$ cat src/rtl/cnt_ctrl_pkg.sv
// Shared definitions for the counter sequencing controller: state encoding,
// default widths and a busy decode helper.
package cnt_ctrl_pkg;

    localparam int W_DEF  = 4;
    localparam int WC_DEF = 4;

    typedef enum logic [1:0] {
        ST_IDLE = 2'd0,
        ST_RUN  = 2'd1,
        ST_HOLD = 2'd2,
        ST_DONE = 2'd3
    } state_t;

    function automatic logic state_is_busy(input state_t s);
        return (s == ST_RUN) || (s == ST_HOLD);
    endfunction

endpackage

$ cat src/rtl/cnt_sync.sv
// Synchronous W-bit up-counter with active-low reset, synchronous clear and
// count enable; clear takes priority over enable.
module cnt_sync #(
    parameter int W = 4
) (
    input  logic         ck,
    input  logic         res,
    input  logic         clr,
    input  logic         en,
    output logic [W-1:0] q
);

    always_ff @(posedge ck) begin
        if (!res) begin
            q <= '0;
        end else if (clr) begin
            q <= '0;
        end else if (en) begin
            q <= q + 1'b1;
        end
    end

endmodule

$ cat src/rtl/cnt16_ctrl.sv
// Sequencing controller for a W-bit counter: start/pause/resume/clear,
// programmable terminal count, one-shot or auto-reload with a wrap tally.
module cnt16_ctrl
    import cnt_ctrl_pkg::*;
#(
    parameter int W  = W_DEF,
    parameter int WC = WC_DEF
) (
    input  logic          ck,
    input  logic          res,
    input  logic          start,
    input  logic          stop,
    input  logic          clr,
    input  logic          mode_auto,
    input  logic [W-1:0]  limit,
    output logic [W-1:0]  q,
    output logic          busy,
    output logic          done,
    output logic [WC-1:0] wraps
);

    localparam logic [WC-1:0] WRAPS_MAX = '1;

    state_t        state;
    logic [W-1:0]  limit_r;
    logic          auto_r;
    logic          terminal;
    logic          go;
    logic          cnt_en;
    logic          cnt_clr;

    assign terminal = (q == limit_r);
    // stop outranks start everywhere, so a begin/resume needs stop low
    assign go       = start && !stop;
    assign busy     = state_is_busy(state);

    always_comb begin
        cnt_en  = 1'b0;
        cnt_clr = 1'b0;
        if (clr) begin
            cnt_clr = 1'b1;
        end else begin
            case (state)
                ST_IDLE, ST_DONE: cnt_clr = go;
                ST_RUN: begin
                    if (!stop) begin
                        if (!terminal) begin
                            cnt_en = 1'b1;
                        end else if (auto_r) begin
                            cnt_clr = 1'b1;
                        end
                    end
                end
                default: ;
            endcase
        end
    end

    cnt_sync #(.W(W)) u_cnt (
        .ck  (ck),
        .res (res),
        .clr (cnt_clr),
        .en  (cnt_en),
        .q   (q)
    );

    always_ff @(posedge ck) begin
        if (!res) begin
            state   <= ST_IDLE;
            done    <= 1'b0;
            wraps   <= '0;
            limit_r <= '1;
            auto_r  <= 1'b0;
        end else begin
            done <= 1'b0;
            if (clr) begin
                // wraps deliberately survives an abort until the next start
                state <= ST_IDLE;
            end else begin
                case (state)
                    ST_IDLE, ST_DONE: begin
                        if (go) begin
                            state   <= ST_RUN;
                            limit_r <= limit;
                            auto_r  <= mode_auto;
                            wraps   <= '0;
                        end
                    end
                    ST_RUN: begin
                        if (stop) begin
                            state <= ST_HOLD;
                        end else if (terminal) begin
                            done <= 1'b1;
                            if (auto_r) begin
                                if (wraps != WRAPS_MAX) begin
                                    wraps <= wraps + 1'b1;
                                end
                            end else begin
                                state <= ST_DONE;
                            end
                        end
                    end
                    ST_HOLD: begin
                        if (go) begin
                            state <= ST_RUN;
                        end
                    end
                    default: state <= ST_IDLE;
                endcase
            end
        end
    end

endmodule

$ cat config.mk
export PLATFORM = sky130hd
export DESIGN_NAME = cnt16_ctrl
export DESIGN_NICKNAME = d
export VERILOG_FILES = /design/src/rtl/cnt_ctrl_pkg.sv /design/src/rtl/cnt_sync.sv /design/src/rtl/cnt16_ctrl.sv
export SDC_FILE = /design/constraint.sdc
export NUM_CORES = 1
export LEC_CHECK = 0
export ABC_AREA = 0
export CORE_MARGIN = 1
export CORE_UTILIZATION = 46
export CTS_BUF_LIST = sky130_fd_sc_hd__clkbuf_4 sky130_fd_sc_hd__clkbuf_8
export CTS_CLUSTER_DIAMETER = 120
export DETAILED_ROUTE_END_ITERATION = 10
export PLACE_DENSITY_LB_ADDON = 0.25
export RECOVER_POWER = 100
export SETUP_SLACK_MARGIN = 0.15
export SLEW_MARGIN = 20
export SYNTH_ARGS = -nofsm -noshare
export SYNTH_HDL_FRONTEND = slang
export SYNTH_SLANG_ARGS = --single-unit
export TNS_END_PERCENT = 30
$ cat constraint.sdc
create_clock -name ck -period 1.9 [get_ports ck]
set_input_delay 0.19 -clock ck [delete_from_list [all_inputs] [get_ports ck]]
set_output_delay 0.19 -clock ck [all_outputs]
set_load 0.005 [all_outputs]
# Word-level counts from Yosys, hierarchy flattened
# Cells that the tools add are included.
[classes] n_shift=0 n_div=0 mux=21 magnitude_cmp=0 reduce_logical=13 n_mul=0 addsub=2 n_bitwise=3 eq_ne=13
[ops] cell="2-to-1 mux 4 bit" n=5
[ops] cell="2-to-1 mux 1 bit" n=9
[ops] cell="adder 4 x 1 -> 4 bit (second input constant)" n=2
[ops] cell="2-to-1 mux 2 bit" n=4
[ops] cell="inequality test 2 bit (second input constant)" n=4
[ops] cell="case mux 4 bit (2 select lines)" n=1
[ops] cell="AND reduction 7 bit" n=1
[ops] cell="inequality test 3 bit (second input constant)" n=2
[ops] cell="AND reduction 3 bit" n=2
[ops] cell="OR reduction 2 bit" n=3
[ops] cell="== test 2 bit (second input constant)" n=2
[ops] cell="== test 4 bit" n=1
[ops] cell="inequality test 2 x 1 -> 1 bit (second input constant)" n=2
[ops] cell="inequality test 4 bit (second input constant)" n=1
[ops] cell="case mux 2 bit (2 select lines)" n=1
[ops] cell="OR reduction 4 bit" n=1
[ops] cell="NOT 1 bit" n=3
[ops] cell="OR reduction 3 bit" n=1
[ops] cell="== test 2 x 1 -> 1 bit (second input constant)" n=1
[ops] cell="zero test 2 bit" n=1
[ops] cell="case mux 1 bit (2 select lines)" n=1
[ops] cell="nonzero test 2 bit" n=1
[ops] cell="logical AND 1 bit" n=1
[ops] cell="zero test 1 bit" n=1
[ops] cell="logical OR 1 bit" n=1
[word_totals] wordCells=58 in_bits=10 output_inout_bits=10 ram_bits=0 latch_bits=0 mem_count=0 rom_bits=0 register_bits=16

# Depth between registers and ports, before layout
[depth] ltp_word=6 depth_mapped=7 mapped_depth_nobuf=6

# Hierarchy
# Synthesis repeated with hierarchy kept, for this count alone.
[unflattened] cells_unflattened=104 hier_area_um2=933.4
[by_module_without_submodules] module="cnt16_ctrl" instances=1 seq_area_each_um2=240.2 area_each_um2=752.0 cells_per_inst=87
[by_module_without_submodules] module="cnt_sync" instances=1 seq_area_each_um2=80.1 area_each_um2=181.4 cells_per_inst=17

# Worst setup path before layout
# Ideal clock, no wire load.
[synth_path] path_type="register -> register" startpoint="register state[0]" endpoint="register wraps[3]" t_arrival_ps=1944 required_time_ps=1821 path_buffers=1 setup_slack_ps=-123 stages_incl_launch_ff=8 setup_ps=79 period_less_slack_ps=2023 cell_sequence="dfxtp_1 > inv_1 > ha_1 > nor4bb_1 > clkbuf_1 > o2111ai_1 > or4_1 > o211ai_1"
[synth_via] elab_chain_len=4 elab_cells_between_ends=12 classes_between="7 x eq/ne; 1 x mux; 4 x reduce/logical"
[synth_lines] element="start: declaration" line="cnt16_ctrl.sv:24" rtl="state_t state;"
[synth_lines] element="start signal: assignment" line="cnt16_ctrl.sv:69" rtl="state <= ST_IDLE;"
[synth_lines] element="start signal: assignment" line="cnt16_ctrl.sv:78" rtl="state <= ST_IDLE;"
[synth_lines] element="start signal: assignment" line="cnt16_ctrl.sv:83" rtl="state <= ST_RUN;"
[synth_lines] element="== test 2 bit or zero test 2 bit (tied branches)" line="cnt16_ctrl.sv:80" rtl="case (state)"
[synth_lines] element="OR reduction 2 bit" line="cnt16_ctrl.sv:80"
[synth_lines] element="inequality test 2 bit (no line) or nonzero test 2 bit (tied branches)"
[synth_lines] element="AND reduction 7 bit (no line)"
[synth_lines] element="end signal: assignment" line="cnt16_ctrl.sv:96" rtl="wraps <= wraps + 1'b1;"
[synth_lines] element="end: declaration" line="cnt16_ctrl.sv:19" rtl="output logic [WC-1:0] wraps"
# Parallel ways exist; a longest one is shown, timed or not.
# A chain may end at the register's enable or synchronous reset.

# Worst setup path in the final report
# Ends and elaborated chain as after synthesis.

==> results.txt <==
global-route wire length before repair: 3530 um
critical path cell sequence: inv_2, ha_4, nor4bb_4, buf_4, o2111ai_2, or4_1, o211ai_1
CTS buffer count: 3
P_leak: 0.000521 uW
clk_skew: 0.0111 ns
CP startpoint kind: register
crit share post-route: 0.981
area taken by multi-input logic gates: 613 um2
status: finished, final reports clean
achievable frequency: 0.537 GHz
Worst-path clk slew: 0.11 ns
antenna-violating nets left: 0
Clock H-tree levels: 1
CP max FO: 5
grt met1 use: 0.317
Post-Layout Cell Count: 165
CP max-delay cell: or4_1
Yosys reg bits: 16
largest net degree at the start of global routing: 10
Sink Count: 16
Util after Layout: 0.752
Final Max Tran Viols: 0
vias per cell: 5.45
WP data arrival: 2.10 ns
I/O pin count: 20
vias in the first global route: 812
die area: 0.00212 mm2
# rows: 15
setup tns final: 0 ns
final hold vios: 0
busiest layer in global routing: met2
met2 usage in global routing: 0.361
vias: 900
Worst Path Class, Setup: reg2reg
Final HPWL DP: 1530 um
Worst IR Drop VDD: 0.000430 V
fill count: 147
initial cell density of the core: 0.505
Routed WL: 2200 um
RSZ-0062 raised after global routing: true
Slew headroom: 0.594
crit path buf inv count: 2
syn nets: 121
Min Clock Period, post-route: 1.86 ns
cts hold-fix bufs: 0
worst stage delay on the critical path: 0.49 ns
die height: 46.0 um
met3 GRT Util: 0.0476
clock root buffer: clkbuf_4
final RePlAce weighted congestion: 0.773
Nets: 156
clock latency on the worst-skew pair: 0.31 ns
Pre-Repair DR Iteration Count: 4
register area: 327 um2
Setup Viol. Count Final: 0
pwr dens: 531 mW/mm2
core area: 0.00176 mm2
worst path required time: 2.14 ns
Post-Place Cells: 158
Die W: 46.0 um
YS warnings: 0
Top Family by Delay on Critical Path: simple AND/OR/NAND/NOR gates
grt ovf: 0
Overall Global Routing Usage: 0.236
DRC: 0
Hold Path Class: in2reg
number of port buffers: 19
clock buffer depth: 2
Tightest Pin Transition: 0.602 ns
Syn Inst Count: 106
Max Cap Violations: 0
Layout area overhead: 49.0%
CTS tree: done
post-synth cell types: 30
Post-Syn Area: 891 um2
# diodes: 0
initial antenna violation count: 0
fraction of layout cells with a size suffix above 1: 0.236
CP endpoint kind: register
First DRT Iteration DRCs: 10
routed len/inst: 13.3 um
sequential element share of the synthesized area: 0.360
Avg Cell Area, Syn: 8.40 um2
-- layout by cell type (no fill, tap or decap), types with 5 or more instances in the layout --
| cell | synthesis | routed |
|---|---|---|
| clkdlybuf4s50_1 | 0 | 17 |
| nand2_1 | 15 | 15 |
| buf_4 | 0 | 14 |
| dfxtp_1 | 16 | 11 |
| nand3_1 | 8 | 8 |
| inv_1 | 6 | 5 |
| dfxtp_2 | 0 | 5 |
-- power by group --
group	internal, uW	switching [uW]
sequential	343	6.26
clock	117	125
combinational	62.9	51.1
-- per-layer routing --
layer,wire (um),vias to the layer above
li1,-,454
met5,0,-
met2,1050,39
met4,33,0
met3,151,4
met1,961,403
-- cells in the mapped netlist, drive strengths merged --
| master | n | area share |
|---|---|---|
| a21boi | 1 | 0.0084 |
| a21oi | 4 | 0.022 |
| a2bb2oi | 1 | 0.0098 |
| buf | 1 | 0.0056 |
| clkbuf | 2 | 0.0084 |
| dfxtp | 16 | 0.36 |
| ha | 5 | 0.070 |
| inv | 6 | 0.025 |
| mux2i | 4 | 0.045 |
| nand2 | 15 | 0.063 |
| nand2b | 4 | 0.028 |
| nand3 | 8 | 0.045 |
| nand3b | 1 | 0.0084 |
| nand4bb | 1 | 0.013 |
| nor2 | 4 | 0.017 |
| nor2b | 1 | 0.0070 |
| nor3 | 2 | 0.011 |
| nor3b | 2 | 0.017 |
| nor4bb | 2 | 0.022 |
| o2111ai | 3 | 0.029 |
| o211ai | 1 | 0.0084 |
| o21a | 2 | 0.017 |
| o21ai | 5 | 0.028 |
| o22ai | 1 | 0.0070 |
| o32ai | 1 | 0.0098 |
| o41ai | 2 | 0.020 |
| or2 | 1 | 0.0070 |
| or3 | 3 | 0.021 |
| or4 | 2 | 0.017 |
| xor2 | 5 | 0.049 |
-- what timing repair did --
item,CTS,global route
resized for setup,0,10
setup endpoints to repair,8,11
pin swaps,1,5
setup buffers,1,2
-- metrics by stage --
| step | worst slack (ns) | power (uW) | instance area (um2) | hold WS, ns |
|---|---|---|---|---|
| floorplan | 0.0461 | 406 | 937 | 0.314 |
| global placement | -0.0363 | 451 | 1220 | 0.474 |
| detailed placement | -0.0471 | 454 | 1220 | 0.477 |
| CTS | 0.0105 | 685 | 1260 | 0.442 |
| global route | -0.0825 | 729 | 1330 | 0.472 |
| finish | 0.0369 | 705 | 1330 | 0.429 |
-- flip-flops by register name, indices dropped and copies added (netlist names) --
name and cells:
u_cnt.q 4, limit_r 4, state 2, done 1, wraps 4, auto_r 1
-- area by class of cell --
class,instances,share of cell area
Tap cell,25,0.0236
Multi-Input combinational cell,81,0.462
Sequential cell,16,0.246
Clock buffer,4,0.0273
Inverter,6,0.0170
Timing Repair Buffer,33,0.224
-- cell families (layout without fill, tap and decap cells) --
kind of cell,Yosys count,after routing,synth area share
xor gates and xnor gates,5,5,0.0492
adders and majority gates,5,5,0.0702
and+or+nand+nor,46,46,0.277
buffers and inverters,9,43,0.0393
AOI/OAI and AO/OA,21,21,0.160
DFF,16,16,0.360
muxes,4,4,0.0449
-- worst paths after layout --
kind                                   end        from  slack [ns]  depth (start not counted)
worst max register to register    wraps[3]    state[0]        0.04                          7
worst min-delay path                auto_r   mode_auto        0.43                          3
worst max-delay path              wraps[3]    state[0]        0.04                          7
worst min register to register  limit_r[3]  limit_r[3]        0.50                          2
-- tightest hold or removal path: cells and delay by family --
family                 cells  cell delay, ns
buffers and inverters      1            0.39
AO/OA/AOI/OAI              1            0.06
AND/OR/NAND/NOR            1            0.05
No activity file was read; power rests on OpenSTA's default activity.
